## config.mk

```make
export PLATFORM = sky130hd
export DESIGN_NAME = pipe_hazard_ctrl
export DESIGN_NICKNAME = d
export VERILOG_FILES = /design/src/rtl/pipe_hazard_ctrl.sv
export SDC_FILE = /design/constraint.sdc
export NUM_CORES = 1
export LEC_CHECK = 0
export CORE_AREA = 2 2 75 77
export CTS_CLUSTER_DIAMETER = 60
export DETAILED_ROUTE_END_ITERATION = 8
export DIE_AREA = 0 0 77 79
export SKIP_LAST_GASP = 1
export SLEW_MARGIN = 15
export SYNTH_ARGS = -nofsm -noshare
export SYNTH_HDL_FRONTEND = slang
export SYNTH_SLANG_ARGS = --single-unit
export TNS_END_PERCENT = 30
```

## constraint.sdc

```tcl
create_clock -name clk_i -period 2.55 [get_ports clk_i]
set_input_delay 0.51 -clock clk_i [delete_from_list [all_inputs] [get_ports clk_i]]
set_output_delay 0.51 -clock clk_i [all_outputs]
set_load 0.05 [all_outputs]
```

## src/rtl/pipe_hazard_ctrl.sv

```systemverilog
// Hazard/stall controller for the 5-stage MIPS pipe: load-use bubbles, branch flushes, memory-miss holds.
// Define HAZARD_STALL_CNT_EN to build the stall-cycle counter behind stall_cnt_o.
module pipe_hazard_ctrl #(
  parameter int LU_STALL_CYCLES = 1,
  parameter int MEM_TIMEOUT     = 16
) (
  input  logic        clk_i,
  input  logic        rst_i,
  input  logic        idex_memread_i,
  input  logic [4:0]  idex_rt_i,
  input  logic [4:0]  ifid_rs_i,
  input  logic [4:0]  ifid_rt_i,
  input  logic        ifid_uses_rt_i,
  input  logic        branch_taken_i,
  input  logic        dmem_req_i,
  input  logic        dmem_ack_i,
  output logic        pc_write_o,
  output logic        ifid_write_o,
  output logic        idex_bubble_o,
  output logic        ifid_flush_o,
  output logic        idex_flush_o,
  output logic        exmem_flush_o,
  output logic        pipe_hold_o,
  output logic        err_o,
  output logic [1:0]  state_o,
  output logic [31:0] stall_cnt_o
);

  typedef enum logic [1:0] {RUN = 2'd0, STALL = 2'd1, MEM_WAIT = 2'd2, ERR = 2'd3} state_t;

  localparam logic [3:0] LU_RELOAD  = 4'(LU_STALL_CYCLES - 1);
  localparam logic [7:0] WAIT_LIMIT = 8'(MEM_TIMEOUT - 1);
  localparam bit         MULTI_LU   = (LU_STALL_CYCLES > 1);

  state_t     state, state_nxt;
  logic [3:0] lu_cnt, lu_cnt_nxt;
  logic [7:0] wait_cnt, wait_cnt_nxt;
  logic       ret_stall, ret_stall_nxt;
  logic       err, err_nxt;
  logic       hazard, miss;

  assign hazard = idex_memread_i & (idex_rt_i != 5'd0) &
                  ((idex_rt_i == ifid_rs_i) | (ifid_uses_rt_i & (idex_rt_i == ifid_rt_i)));
  assign miss   = dmem_req_i & ~dmem_ack_i;

  always_ff @(posedge clk_i) begin
    if (rst_i) begin
      state     <= RUN;
      lu_cnt    <= 4'd0;
      wait_cnt  <= 8'd0;
      ret_stall <= 1'b0;
      err       <= 1'b0;
    end else begin
      state     <= state_nxt;
      lu_cnt    <= lu_cnt_nxt;
      wait_cnt  <= wait_cnt_nxt;
      ret_stall <= ret_stall_nxt;
      err       <= err_nxt;
    end
  end

  // ret_stall remembers whether a miss interrupted a load-use stall, so the ack cycle resumes it.
  always_comb begin
    state_nxt     = state;
    lu_cnt_nxt    = lu_cnt;
    wait_cnt_nxt  = wait_cnt;
    ret_stall_nxt = ret_stall;
    err_nxt       = err;
    unique case (state)
      RUN: begin
        if (miss) begin
          ret_stall_nxt = 1'b0;
          wait_cnt_nxt  = 8'd1;
          state_nxt     = MEM_WAIT;
        end else if (!branch_taken_i && hazard && MULTI_LU) begin
          lu_cnt_nxt = LU_RELOAD;
          state_nxt  = STALL;
        end
      end
      STALL: begin
        if (miss) begin
          ret_stall_nxt = 1'b1;
          wait_cnt_nxt  = 8'd1;
          state_nxt     = MEM_WAIT;
        end else begin
          lu_cnt_nxt = lu_cnt - 4'd1;
          if (lu_cnt == 4'd1) state_nxt = RUN;
        end
      end
      MEM_WAIT: begin
        if (miss) begin
          wait_cnt_nxt = wait_cnt + 8'd1;
          if (wait_cnt == WAIT_LIMIT) begin
            state_nxt = ERR;
            err_nxt   = 1'b1;
          end
        end else begin
          wait_cnt_nxt = 8'd0;
          if (ret_stall) begin
            lu_cnt_nxt = lu_cnt - 4'd1;
            state_nxt  = (lu_cnt == 4'd1) ? RUN : STALL;
          end else if (!branch_taken_i && hazard && MULTI_LU) begin
            lu_cnt_nxt = LU_RELOAD;
            state_nxt  = STALL;
          end else begin
            state_nxt = RUN;
          end
        end
      end
      default: ;
    endcase
  end

  always_comb begin
    pc_write_o    = 1'b1;
    ifid_write_o  = 1'b1;
    idex_bubble_o = 1'b0;
    ifid_flush_o  = 1'b0;
    idex_flush_o  = 1'b0;
    exmem_flush_o = 1'b0;
    pipe_hold_o   = 1'b0;
    if (rst_i) begin
      pc_write_o   = 1'b0;
      ifid_write_o = 1'b0;
    end else if (state == ERR || miss) begin
      pc_write_o   = 1'b0;
      ifid_write_o = 1'b0;
      pipe_hold_o  = 1'b1;
    end else if (state == STALL || (state == MEM_WAIT && ret_stall)) begin
      pc_write_o    = 1'b0;
      ifid_write_o  = 1'b0;
      idex_bubble_o = 1'b1;
    end else if (branch_taken_i) begin
      ifid_flush_o  = 1'b1;
      idex_flush_o  = 1'b1;
      exmem_flush_o = 1'b1;
    end else if (hazard) begin
      pc_write_o    = 1'b0;
      ifid_write_o  = 1'b0;
      idex_bubble_o = 1'b1;
    end
  end

  assign state_o = rst_i ? 2'd0 : state;
  assign err_o   = err & ~rst_i;

`ifdef HAZARD_STALL_CNT_EN
  logic [31:0] stall_cnt;

  always_ff @(posedge clk_i) begin
    if (rst_i) begin
      stall_cnt <= 32'd0;
    end else if (!pc_write_o && stall_cnt != 32'hFFFF_FFFF) begin
      stall_cnt <= stall_cnt + 32'd1;
    end
  end

  assign stall_cnt_o = rst_i ? 32'd0 : stall_cnt;
`else
  assign stall_cnt_o = 32'd0;
`endif

endmodule

```

Word-level counts from Yosys, hierarchy flattened
Cells that the tools add are included.

storage, ports and cells
  bits in registers = 16

cells by class
  mux-type cells = 35
  reduce and logical (&&, ||, !) cells = 15
  add/subtract/negate cells = 2
  bitwise operators = 8
  eq/ne operators = 15

operators by type and width
  kind                                                                 count
  1-bit two-way mux                                                    20
  8-bit two-way mux                                                    2
  8-bit case mux with 2 select lines                                   1
  2-bit two-way mux                                                    6
  4-bit two-way mux                                                    3
  5-bit == test                                                        2
  2-bit != test (second input constant)                                5
  8-bit by 1-bit adder with 8-bit output (second input constant)       1
  8-bit by 4-bit == test with 1-bit output (second input constant)     1
  4-bit case mux with 2 select lines                                   1
  4-bit AND reduction                                                  2
  3-bit != test (second input constant)                                2
  2-bit case mux with 3 select lines                                   1
  3-bit AND reduction                                                  2
  2-bit nonzero test                                                   3
  1-bit bitwise AND                                                    5
  5-bit nonzero test                                                   1
  2-bit == test (second input constant)                                2
  4-bit by 1-bit == test with 1-bit output (second input constant)     1
  4-bit by 1-bit subtractor with 4-bit output (second input constant)  1
  3-bit nonzero test                                                   1
  2-bit by 1-bit == test with 1-bit output (second input constant)     1
  2-bit logical NOT                                                    1
  1-bit logical OR                                                     2
  other kinds (7)                                                      8

Longest topological paths before layout
  depth after elaboration = 9
  mapped depth = 7

Worst setup path after synthesis
No wires, ideal clock.

  path kind = input to output
  from = input idex_rt_i[3]
  to = output idex_bubble_o
  slack = -247 ps
  stages = 5
  arrival = 2,287 ps
  data required time = 2,040 ps
  path through = xor2_1 > nor4_2 > a32oi_1 > or4b_1 > a21boi_1

between the ends
  longest elaborated chain between the ends = 9
  elaborated cells on any way between the ends = 12
  those cells by class = eq/ne: 2; mux: 5; bitwise: 4; reduce/logical: 1

RTL lines
  what                 line  RTL
  from (decl)          10    input logic [4:0] idex_rt_i,
  5-bit == test        43    ((idex_rt_i == ifid_rs_i) | (ifid_uses_rt_i & (idex_rt_i == ifid_rt_i)));
  1-bit bitwise AND    43
  1-bit OR             43
  1-bit bitwise AND *  42    assign hazard = idex_memread_i & (idex_rt_i != 5'd0) &
  1-bit two-way mux *  137   end else if (hazard) begin
  1-bit two-way mux *  133   end else if (branch_taken_i) begin
  1-bit two-way mux *  129   end else if (state == STALL || (state == MEM_WAIT && ret_stall)) begin
  1-bit two-way mux *  125   end else if (state == ERR || miss) begin
  1-bit two-way mux *  122   if (rst_i) begin
  to (decl)            19    output logic idex_bubble_o,

Every way passes the cells marked *; elsewhere a longest branch is shown, timed or not.

Worst setup path after layout
  from = input idex_rt_i[1]
  to = output ifid_write_o

between the ends
  longest elaborated chain between the ends = 9
  elaborated cells on any way between the ends = 12
  those cells by class = eq/ne: 2; mux: 5; bitwise: 4; reduce/logical: 1

RTL lines
  what                 line  RTL
  5-bit == test        43
  1-bit bitwise AND    43
  1-bit OR             43
  1-bit bitwise AND *  42
  1-bit two-way mux *  137
  1-bit two-way mux *  133
  1-bit two-way mux *  129
  1-bit two-way mux *  125
  1-bit two-way mux *  122
  to (decl)            18    output logic ifid_write_o,

Marks and branches as above.

==> results.yml <==
floorplan:
  start_util_pct: 24.8
  core.rowCount: 27
  dieArea_mm2: 0.00608
  die_x_um: 77
  die_y_um: 79
  io_pins: 64
  core_area_mm2: 0.00534
synthesis:
  yosysTopAreaCell: "dfxtp_1"
  synth_edf_count: 0
  ys_seq_area_share_pct: 24.2
  async_reset_ff_share_pct: 0
  dominantRegCellSynth: "dfxtp_1"
  ys_top_cells_by_area: "dfxtp_1 24%, buf_4 20%, xor2_1 11%, ha_1 7.6%, nor2_1 5.7%"
  synth_seq_cells: 16
  yosysWarnings: 0
  syn_avg_cell_area_um2: 8.11
  yosysTopAreaCellShare_pct: 24.2
  ys_types: 40
  syn_inst: 163
  syn_area_mm2: 0.00132
power_and_ir_drop:
  power_frac_seq_pct: 25.6
  combinationalPowerShare_pct: 57.3
  p_switching_uw: 611
  swShare_pct: 45.0
  power_mw: 1.36
  total_leakage_power_nw: 0.775
  clkPwrFrac_pct: 17.1
  power.density_mw_per_mm2: 775
  vdd_drop_max_v: 0.000298
  p_int_uw: 745
detailed_routing:
  vias_per_cell: 4.02
  drc: 0
  wl_met1_mm: 1.12
  wl_met3_um: 241
  dr.pass1.iters: 4
  avgRoutedWirePerCell_um: 9.85
  routed.top_layer: "met4"
  vias: 1094
  routed_wl_mm: 2.68
  wl_met2_mm: 1.27
  ant_nets: 0
  drt_iter0_markers: 14
worst_setup_path:
  crit_chain: "dlygate4sd2_1 -> or4_2 -> nor2_1 -> or4b_4 -> and3_4 -> buf_8"
  end_kind: "output pin"
  r2r_slack_ns: 0.78
  cp-start-kind: "input port"
  rr_startpoint: "state[1]"
  cp.required_ns: 2.04
  crit_path_max_incr_delay_ns: 0.67
  worstPathMaxFanout: 3
  crit_type: "input port to output pin"
  r2r-end: "lu_cnt[1]"
  crit_slowest_cell: "or4_2"
  r2r_cells: 7
  arrival_ns: 2.04
flow_run:
  maxCapViolCount: 0
place:
  port_buffers: 31
  dp_slack_ns: -0.400
  placed_area_mm2: 0.00171
  hpwlAfterDp_mm: 2.17
  gp_congestion: 0.816
run_status:
  status: "finished, final reports clean"
sta:
  fin_crit_ns: 2.55
  finalSetupViolCount: 0
  drv_slew: 0
  whs_ns: 0.491
  fmax_ghz: 0.393
  hold_viol: 0
  rsz0062_at_grt: "true"
  skew_ns: 0.00286
  layout_setup_ws_ns: 0.00494
  fin_crit_sh_pct: 99.8
global_route:
  grt.total_usage_pct: 9.59
  grt_overflow: 0
  grt_max_degree: 17
  grt_pass1_vias: 1018
  grt_pass1_wl_mm: 4.65
  antenna_found_initial: 0
cells_and_area:
  syn_to_final_growth_pct: 32.4
  nets: 231
  antenna-diode-count: 0
  drive_gt1_share_pct: 18.5
  final_area_mm2: 0.00175
cts:
  postCtsHoldBufs: 0
  clk_path_buf_depth: 2
  cts_sinks: 16
  root_buffer: "clkbuf_8"
  numCtsBuffers: 3
  post-cts-setup-buffers: 0
  cts_tree: "yes"
  clk_latency_ns: 0.26
  path_clk_slew_ns: 0.07
  cts_max_level: 1
worst_hold_path:
  hold_path_class: "flip-flop to flip-flop"
  hold_path.startpoint: "err"
  worstHoldEndpoint: "err"
  min_path_cells: 2
-- layout make-up --
type	count	area (um2)
Tap cell	72	90.1
Sequential cell	16	320
Clock buffer	4	55.1
Timing Repair Buffer	39	417
Fill cell	607	3590
Multi-Input combinational cell	136	850
Inverter	5	18.8
-- worst max-delay path by stage --
stage | endpoint | startpoint | cells past startpoint
after floorplan | idex_bubble_o | idex_rt_i[3] | 5
after global routing | idex_bubble_o | ifid_rt_i[3] | 7
final | ifid_write_o | idex_rt_i[1] | 6
after detailed placement | pc_write_o | idex_rt_i[0] | 7
after global placement | pc_write_o | idex_rt_i[4] | 7
after CTS | ifid_write_o | idex_rt_i[1] | 6
-- worst max-delay path: cells and delay by family --
kind,cells,cell delay [ns]
buffers and inverters,2,0.42
and+or+nand+nor,4,1.11
-- power groups by stage --
| stage | sequential, mW | combinational (mW) | clock, mW |
|---|---|---|---|
| floorplan | 0.338 | 0.596 | 0 |
| detailed placement | 0.352 | 0.773 | 0 |
| CTS | 0.347 | 0.783 | 0.244 |
| finish | 0.347 | 0.777 | 0.232 |
| global placement | 0.351 | 0.768 | 0 |
| global route | 0.354 | 0.863 | 0.256 |
-- metrics by stage --
stage,std cells,TNS (ns),util [%]
3_5_place_dp,268,-1.19,32.1
3_3_place_gp,268,-1.12,32.1
6_report,272,0,32.8
5_1_grt,272,-0.286,32.8
4_1_cts,272,0,32.8
2_1_floorplan,194,-0.0298,-
-- cell usage in the layout (no fill, tap or decap), types with 2 or more instances in the layout --
cell	netlist	final
clkdlybuf4s50_1	0	6
dfxtp_1	16	16
buf_8	0	2
a21oi_1	4	4
dlygate4sd2_1	0	7
o211ai_1	2	2
and2_1	2	2
o21ai_0	2	2
inv_1	5	5
buf_4	35	8
nor3_1	5	5
xnor2_1	2	2
xor2_1	16	15
ha_1	8	8
nor2b_1	3	3
buf_12	0	8
nand2_1	9	9
nor2_1	20	20
nand4_1	2	2
and3_1	4	3
nand3_1	4	4
clkbuf_8	0	4
conb_1	1	32
buf_2	0	7
-- timing repair --
action | in CTS | in global routing
pin swaps | 9 | 0
gates resized for setup | 42 | 0
setup endpoints to repair | 3 | 6
-- logic make-up (layout without fill, tap and decap cells) --
group / count (synthesis) / after routing / share of synthesized area [%]
buf+inv: 42 / 48 / 21.9
compound gates: 18 / 18 / 9.75
fa+ha+maj: 8 / 8 / 7.57
xor+xnor: 18 / 18 / 11.9
mux: 1 / 1 / 1.04
flops: 16 / 16 / 24.2
simple gates: 59 / 59 / 23.4
other cells: 1 / 32 / 0.284
-- synthesized netlist by cell type (2+ instances only) --
| cell type | instances |
|---|---|
| buf_4 | 35 |
| nor2_1 | 20 |
| dfxtp_1 | 16 |
| xor2_1 | 16 |
| nand2_1 | 9 |
| ha_1 | 8 |
| inv_1 | 5 |
| nor3_1 | 5 |
| a21oi_1 | 4 |
| and3_1 | 4 |
| nand3_1 | 4 |
| nor2b_1 | 3 |
| and2_1 | 2 |
| clkbuf_1 | 2 |
| nand4_1 | 2 |
| o211ai_1 | 2 |
| o21ai_0 | 2 |
| xnor2_1 | 2 |
-- routing by layer --
layer / GRT usage (%) / vias up
met4: 3.75 / 0
li1: - / 555
met5: 0 / -
met3: 3.52 / 5
met1: 11.5 / 489
met2: 15.6 / 45
-- flip-flops by register name (all words and copies together) (netlist names) --
| register | count |
|---|---|
| err | 1 |
| lu_cnt | 4 |
| ret_stall | 1 |
| state | 2 |
| wait_cnt | 8 |
No activity file was read; power rests on OpenSTA's default activity.
